$ cat src/rtl/instr_fetch_unit.sv
// Instruction fetch stage: one outstanding word read, captured into IR and handed
// to control through a valid/take handshake; flags misaligned PCs and memory timeouts.
module instr_fetch_unit #(
  parameter int ADDR_W      = 32,
  parameter int DATA_W      = 32,
  parameter int TIMEOUT_CYC = 16
) (
  input  logic              clk,
  input  logic              rst,
  input  logic              fetch_req,
  input  logic              flush,
  input  logic [ADDR_W-1:0] pc_addr,
  output logic              mem_rden,
  output logic [ADDR_W-1:0] mem_addr,
  input  logic              mem_ack,
  input  logic [DATA_W-1:0] mem_dout,
  output logic [DATA_W-1:0] ir,
  output logic              ir_valid,
  input  logic              ir_take,
  output logic              fault,
  output logic [1:0]        fault_cause,
  output logic              busy
);

  localparam int                TMR_W          = $clog2(TIMEOUT_CYC);
  localparam logic [TMR_W-1:0]  TMR_LAST       = TMR_W'(TIMEOUT_CYC - 1);
  localparam logic [DATA_W-1:0] NOP_INSN       = DATA_W'(32'h0000_0013);
  localparam logic [1:0]        CAUSE_MISALIGN = 2'b01;
  localparam logic [1:0]        CAUSE_TIMEOUT  = 2'b10;

  typedef enum logic [1:0] {
    S_IDLE = 2'd0,
    S_WAIT = 2'd1,
    S_FULL = 2'd2
  } state_e;

  state_e             state_q, state_d;
  logic               rden_q, rden_d;
  logic [ADDR_W-1:0]  addr_q, addr_d;
  logic [DATA_W-1:0]  ir_q, ir_d;
  logic               irv_q, irv_d;
  logic               fault_q, fault_d;
  logic [1:0]         cause_q, cause_d;
  logic [TMR_W-1:0]   timer_q, timer_d;
  logic               issue_s;

  // Next-state logic; a fetch can start from IDLE or, back-to-back, from FULL on take
  always_comb begin
    state_d = state_q;
    rden_d  = rden_q;
    addr_d  = addr_q;
    ir_d    = ir_q;
    irv_d   = irv_q;
    fault_d = 1'b0;
    cause_d = cause_q;
    timer_d = timer_q;
    issue_s = 1'b0;
    if (flush) begin
      state_d = S_IDLE;
      rden_d  = 1'b0;
      irv_d   = 1'b0;
      timer_d = '0;
    end else begin
      case (state_q)
        S_IDLE: begin
          issue_s = fetch_req;
        end
        S_WAIT: begin
          if (mem_ack) begin
            ir_d    = mem_dout;
            irv_d   = 1'b1;
            rden_d  = 1'b0;
            state_d = S_FULL;
          end else if (timer_q == TMR_LAST) begin
            fault_d = 1'b1;
            cause_d = CAUSE_TIMEOUT;
            rden_d  = 1'b0;
            timer_d = '0;
            state_d = S_IDLE;
          end else begin
            timer_d = timer_q + TMR_W'(1);
          end
        end
        S_FULL: begin
          if (ir_take) begin
            irv_d   = 1'b0;
            state_d = S_IDLE;
            issue_s = fetch_req;
          end else begin
            irv_d   = 1'b1;
          end
        end
        default: begin
          state_d = S_IDLE;
          rden_d  = 1'b0;
          irv_d   = 1'b0;
          timer_d = '0;
        end
      endcase
      if (issue_s) begin
        if (pc_addr[1:0] != 2'b00) begin
          fault_d = 1'b1;
          cause_d = CAUSE_MISALIGN;
          state_d = S_IDLE;
        end else begin
          addr_d  = pc_addr;
          rden_d  = 1'b1;
          timer_d = '0;
          state_d = S_WAIT;
        end
      end else begin
        issue_s = 1'b0;
      end
    end
  end

  // State and registered outputs
  always_ff @(posedge clk) begin
    if (rst) begin
      state_q <= S_IDLE;
      rden_q  <= 1'b0;
      addr_q  <= '0;
      ir_q    <= NOP_INSN;
      irv_q   <= 1'b0;
      fault_q <= 1'b0;
      cause_q <= 2'b00;
      timer_q <= '0;
    end else begin
      state_q <= state_d;
      rden_q  <= rden_d;
      addr_q  <= addr_d;
      ir_q    <= ir_d;
      irv_q   <= irv_d;
      fault_q <= fault_d;
      cause_q <= cause_d;
      timer_q <= timer_d;
    end
  end

  assign mem_rden    = rden_q;
  assign mem_addr    = addr_q;
  assign ir          = ir_q;
  assign ir_valid    = irv_q;
  assign fault       = fault_q;
  assign fault_cause = cause_q;
  assign busy        = (state_q != S_IDLE);

endmodule
$ cat config.mk
export PLATFORM = sky130hd
export DESIGN_NAME = instr_fetch_unit
export DESIGN_NICKNAME = d
export VERILOG_FILES = /design/src/rtl/instr_fetch_unit.sv
export SDC_FILE = /design/constraint.sdc
export NUM_CORES = 1
export LEC_CHECK = 0
export ABC_AREA = 1
export CORE_UTILIZATION = 36
export CTS_CLUSTER_SIZE = 30
export DETAILED_ROUTE_END_ITERATION = 10
export PLACE_DENSITY = 0.75
export SYNTH_ARGS = -nofsm -noshare
export SYNTH_HDL_FRONTEND = slang
export SYNTH_SLANG_ARGS = --single-unit
$ cat constraint.sdc
create_clock -name clk -period 1.61 [get_ports clk]
set_clock_uncertainty 0.15 [all_clocks]
set_input_delay 0.322 -clock clk [delete_from_list [all_inputs] [get_ports clk]]
set_output_delay 0.322 -clock clk [all_outputs]
set_load 0.05 [all_outputs]
==> results of run 1 <==
==> cell usage in the layout (no fill, tap or decap), types with 2 or more instances in the layout <==
master,n
nor2_1,103
buf_12,77
dfxtp_1,73
clkdlybuf4s50_1,69
o21ai_0,35
nand2_1,34
o21ai_1,28
buf_4,25
nor2_2,22
inv_1,12
nand3_1,11
clkbuf_8,10
a21oi_1,8
nor2_4,7
ha_1,4
inv_4,3
nand2_4,3
nand3_2,3
buf_6,3
clkinvlp_4,2
ha_4,2
clkinv_2,2
bufinv_16,2
clkbuf_16,2
==> logic make-up (layout without fill, tap and decap cells) <==
kind of cell             count (synthesis)  in the layout
AND/OR/NAND/NOR                        186            186
flip-flops                              75             75
AO/OA/AOI/OAI                           73             73
buffers and inverters                   37            209
adder cells (fa/ha/maj)                  6              6
==> final cells by class <==
cell class / count / area share [%]
multi-input combinational: 265 / 23.2
clock buffer: 10 / 2.38
tap: 102 / 2.21
timing repair buffer: 176 / 43.3
sequential: 75 / 26.1
clock inverter: 5 / 1.34
inverter: 18 / 1.45
==> worst max-delay path, cell delays in order, from the launching register on <==
cell	delay [ns]
dfxtp_2	0.35
inv_4	0.07
ha_4	0.16
clkinvlp_4	0.11
buf_12	0.15
==> routing by layer <==
metal | up-vias | global-route usage (%) | wire (um)
met5 | - | 0 | 0
met4 | 0 | 8.07 | 199
met3 | 19 | 5.22 | 562
met2 | 126 | 36.0 | 4810
met1 | 1462 | 23.8 | 3510
li1 | 1528 | - | -
==> sequential cells by signal (all words and copies together), names as in the netlist <==
register     flops
state_q          2
fault_cause      2
ir_valid         1
fault            1
timer_q          4
mem_rden         1
mem_addr        32
ir              32
==> metrics by stage <==
step / total power [mW] / cells
CTS: 4.40 / 643
global route: 4.58 / 651
global placement: 2.80 / 623
finish: 4.41 / 651
detailed placement: 2.82 / 623
floorplan: 2.33 / 377
==> power by group through the flow <==
stage               combinational [mW]  clock (mW)  sequential, mW
finish                           0.876        1.57            1.96
global route                     0.922        1.69            1.97
CTS                              0.833        1.60            1.96
detailed placement               0.818           0            2.00
global placement                 0.803           0            2.00
floorplan                        0.185           0            2.14
==> worst paths after layout <==
kind	start	to
max	state_q[0]	busy
min	mem_addr[0]	mem_addr[0]
max reg2reg	state_q[1]	ir[10]
min reg2reg	mem_addr[0]	mem_addr[0]
==> what timing repair did <==
| action | CTS | global route |
|---|---|---|
| resized for setup | 4 | 52 |
| hold endpoints to repair | 0 | 0 |
| gates cloned | 0 | 3 |
| hold buffers | 0 | 0 |
| endpoints found under the setup margin | 61 | 68 |
| setup buffers | 5 | 5 |
| pin swaps | 2 | 4 |
==> summary.md, run 1 <==
| Metric | Value |
|---|---|
| Run status | `complete, but fails checks` |
| Violated checks | `negative setup slack` |
| Grt total ovfl | `0` |
| Setup CP Type | `reg2out` |
| Syn Area/Cell | `7.68 um^2` |
| Synth Area in Simple Gates | `between 20% and 30%` |
| Clk slew on worst S/H paths | `0.08 ns` |
| Port Buf Inserts | `139` |
| Commonest cells in the netlist | `nor2_1 (129), dfxtp_1 (75), o21ai_0 (41), nand2_1 (35), o21ai_1 (22)` |
| Ys Warns | `0` |
| Layout cells sized above 1 | `a little under a third` |
| Largest net degree at the start of global routing | `35` |
| #FFs+latches synth | `75` |
| Cells after synthesis | `around 380` |
| CTS max path bufs | `2` |
| Core area | `just under 8000 um^2` |
| CP arrival | `1.19 ns` |
| Gate power share | `a little under 20%` |
| Final hold vios | `0` |
| DRC viols | `0` |
| I/O pin cnt | `140` |
| H-tree levels | `3` |
| Maximum Capacitance Violations | `0` |
| Die Width | `roughly 90 um` |
| Area of the mapped netlist | `between 2000 and 3000 um^2` |
| Setup ws final | `-0.0479 ns` |
| Tmin final | `~1.7 ns` |
| Sw Share | `25.7%` |
| Hold Slack | `approximately 0.33 ns` |
| Asr flop ratio synth | `0%` |
| ANT nets after route | `0` |
| Worst-skew pair later-pin latency | `0.33 ns` |
| Area grow syn2layout | `99.5%` |
| Sw power | `1.13 mW` |
| NumNets Final | `between 600 and 700` |
| Max frequency | `between 0.6 and 0.7 GHz` |
| 1st-pass router iterations | `4` |
| Worst-Margin Slew | `0.254 ns` |
| CTS Sinks | `75` |
| Tot GR Track Use | `a little over 20%` |
| Post-route cell area | `about 5800 um^2` |
| Pleak | `between 2 and 2.5 nW` |
| Largest family of logic cells by synthesized area | `simple AND/OR/NAND/NOR gates` |
| Placement Setup Slack | `-0.219 ns` |
| Routed wire length per instance | `~14 um` |
| Most frequent cell after synthesis | `nor2_1` |
| Most used DFF post-synth | `dfxtp_1` |
| Post-synthesis cell type count | `21` |
| Hold depth | `2` |
| Area share of fa/ha/maj cells after synthesis | `under 10%` |
| Int Pwr | `around 3.3 mW` |
| Final worst path period share | `103%` |
| Post-DP HPWL | `approximately 6400 um` |
| Yosys top cell by area | `dfxtp_1` |
| Xor/xnor share of the synthesized area | `0%` |
| Slew Limit Headroom | `83.0%` |
| Die footprint | `~8400 um^2` |
| HP Class | `reg2reg` |
| Total CTS buffers | `9` |
| Post-synthesis mux area share | `0%` |
| Footprint of the multi-input gates | `1340 um^2` |
| # rows | `32` |
| Fin. max-slew vios | `0` |
| Top cell type's share of synthesized area | `51.9%` |
| # diodes | `0` |
| RSZ-0062 raised after global routing | `true` |
| First-pass GRT wire length | `about 14,000 um` |
| Total wire length | `9080 um` |
| Synth Area in Compound Gates | `12.7%` |
| Via count | `roughly 3.1k` |
| Setup TNS | `-0.0538 ns` |
| FF-to-FF setup slack | `-0.01 ns` |
| Starting Density | `between 30 and 40%` |
| Mapped Nets | `about 450` |
| Final core utilization | `between 70% and 80%` |
| Synth area leaders | `dfxtp_1 (52%), nor2_1 (17%), o21ai_0 (7.1%)` |
| Post-synth EDFFs | `0` |
| Post-Place Cell Area | `roughly 5300 um^2` |
| Die height | `between 90 and 100 um` |
| CP Max Fanout | `4` |
| PwrDens | `763 nW/um^2` |
| Startpoint Class | `flip-flop` |
| CTS root buffer | `clkbuf_8` |
| CTS tree | `done` |
| Worst VDD drop | `~740 uV` |
| Fill cell count | `roughly 550` |
| Post-synthesis sequential area ratio | `between 50% and 60%` |
| Flop pwr share | `44.5%` |
| Vias in the first global route | `slightly below 3k` |
| Setup crit end kind | `primary output` |
| Clock power share | `around 36%` |
| R2R depth | `9` |
| Placer Congestion | `0.916` |
| Iter 0 DRT Violations | `94` |
| Initial antenna violation count | `0` |
| Vias per cell | `a little under 5` |
| Register area | `1510 um^2` |
| WP data required | `between 1 and 1.5 ns` |
| Number of setup violations in the final report | `3` |
No activity file was read; power rests on OpenSTA's default activity.
==> run 2, diff against run 1 <==
--- a/config.mk
+++ b/config.mk
@@ -6,10 +6,10 @@
 export NUM_CORES = 1
 export LEC_CHECK = 0
 export ABC_AREA = 1
-export CORE_UTILIZATION = 36
+export CORE_UTILIZATION = 40
 export CTS_CLUSTER_SIZE = 30
 export DETAILED_ROUTE_END_ITERATION = 10
-export PLACE_DENSITY = 0.75
+export PLACE_DENSITY = 0.76
 export SYNTH_ARGS = -nofsm -noshare
 export SYNTH_HDL_FRONTEND = slang
 export SYNTH_SLANG_ARGS = --single-unit
==> constraint.sdc (replaced) <==
create_clock -name clk -period 1.7 [get_ports clk]
set_clock_uncertainty 0.15 [all_clocks]
set_input_delay 0.34 -clock clk [delete_from_list [all_inputs] [get_ports clk]]
set_output_delay 0.34 -clock clk [all_outputs]
set_load 0.05 [all_outputs]
==> summary.md, run 2 (synthesized netlist as in run 1, its figures left out) <==
| Metric | Value |
|---|---|
| Core area | `around 6900 um^2` |
| # diodes | `0` |
| Worst r2r src | `state_q[1]` |
| Slew Limit Headroom | `approximately 80%` |
| Worst VDD drop | `around 580 uV` |
| 1st-pass router iterations | `4` |
| Post-Layout Cell Count | `631` |
| Layout cells sized above 1 | `between 20 and 25%` |
| Worst hold start | `timer_q[2]` |
| Number of setup violations in the final report | `0` |
| Area grow syn2layout | `91.0%` |
| Iter 0 DRT Violations | `around 120` |
| Worst-Margin Slew | `between 0.2 and 0.3 ns` |
| CTS root buffer | `clkbuf_8` |
| Vias in the first global route | `2,969` |
| RSZ-0062 raised after global routing | `true` |
| Met1 Wirelength | `between 3000 and 4000 um` |
| Clk slew on worst S/H paths | `roughly 0.08 ns` |
| Dpl cells | `roughly 600` |
| Initial antenna violation count | `0` |
| Total CTS buffers | `9` |
| CP Max Fanout | `3` |
| Met3 wire length | `683 um` |
| First-pass GRT wire length | `about 14,000 um` |
| Post-route cell area | `between 5000 and 6000 um^2` |
| CTS tree | `done` |
| Worst-skew pair later-pin latency | `roughly 0.34 ns` |
| ANT nets after route | `0` |
| Via count | `3,010` |
| Run status | `finished, final reports clean` |
| Post-Place Cell Area | `between 5000 and 6000 um^2` |
| Commonest non-fill, non-tap cell in the layout | `nor2_1` |
| Die height | `between 80 and 90 um` |
| Metal2 WL | `between 4000 and 5000 um` |
| # rows | `30` |
| H-tree levels | `3` |
| CTS Sinks | `75` |
| Setup crit end kind | `primary output` |
| Port Buf Inserts | `roughly 140` |
| Commonest cells after routing, fill and taps aside | `nor2_1 (127), buf_12 (76), dfxtp_1 (73)` |
| HP Class | `reg2reg` |
| PwrDens | `774 nW/um^2` |
| Placement Setup Slack | `-0.135 ns` |
| CP arrival | `about 1.2 ns` |
| Largest net degree at the start of global routing | `54` |
| Setup CP Type | `reg2out` |
| Max frequency | `about 0.61 GHz` |
| Pwr Total | `~4.3 mW` |
| Final hold vios | `0` |
| Placer Congestion | `between 0.8 and 0.9` |
| Setup TNS | `0 ns` |
| Final worst path period share | `97.2%` |
| Crit. Startpoint | `state_q[0]` |
| I/O pin cnt | `140` |
| Final core utilization | `~80%` |
| WP data required | `roughly 1.2 ns` |
| R2R depth | `10` |
| Hold Slack | `~0.34 ns` |
| Setup ws final | `~0.048 ns` |
| Routed wire length per instance | `14.1 um` |
| Tmin final | `around 1.7 ns` |
| DR top layer | `met4` |
| Die Width | `~87 um` |
| Die footprint | `between 7000 and 8000 um^2` |
| Grt total ovfl | `0` |
| Tot GR Track Use | `23.8%` |
| FF-to-FF setup slack | `roughly 0.060 ns` |
| Startpoint Class | `flip-flop` |
| Post-DP HPWL | `between 6000 and 7000 um` |
| Pleak | `approximately 2.3 nW` |
| Reg-to-reg critical path endpoint | `mem_addr[25]` |
| Total wire length | `slightly below 9000 um` |
| NumNets Final | `around 610` |
| CTS max path bufs | `2` |
| Maximum Capacitance Violations | `0` |
| Starting Density | `41.9%` |
| Fill cell count | `between 400 and 500` |
| Fin. max-slew vios | `0` |
| Vias per cell | `approximately 4.8` |
| Crit path to | `busy` |
| DRC viols | `0` |
## run 2: layout make-up
class | count | area (um^2) | share of cell area (%)
inverter | 18 | 78.8 | 1.43
multi-input combinational | 265 | 1240 | 22.5
clock inverter | 6 | 115 | 2.08
clock buffer | 9 | 124 | 2.24
tap | 96 | 120 | 2.17
timing repair buffer | 162 | 2340 | 42.4
sequential | 75 | 1500 | 27.2
## run 2: metal layers
| layer | track usage [%] | vias up |
|---|---|---|
| met2 | 44.0 | 115 |
| li1 | - | 1503 |
| met3 | 8.06 | 15 |
| met1 | 25.4 | 1377 |
| met4 | 7.27 | 0 |
| met5 | 0 | - |
## run 2: worst min path at each step
| stage | end | slack (ns) | cells past startpoint |
|---|---|---|---|
| floorplan | fault | 0.26 | 1 |
| global placement | timer_q[2] | 0.31 | 2 |
| detailed placement | timer_q[2] | 0.32 | 2 |
| CTS | timer_q[2] | 0.34 | 2 |
| global route | timer_q[2] | 0.37 | 2 |
| finish | timer_q[2] | 0.34 | 2 |
## run 2: where the power goes
group,switching [mW],internal [mW]
registers,0.0517,1.81
clock network,0.662,0.972
logic,0.368,0.420
total,1.08,3.20
## run 2: repair_timing
action,in CTS,in global routing
resized for setup,4,13
pin swaps,1,4
endpoints found under the setup margin,1,37
hold buffers,0,0
setup buffers,4,2
hold endpoints to repair,0,0
## run 2: worst max-delay path, cell delays in order, from the launching register on
cell	delay (ns)
dfxtp_2	0.34
inv_4	0.08
ha_4	0.16
clkinvlp_4	0.10
buf_12	0.15
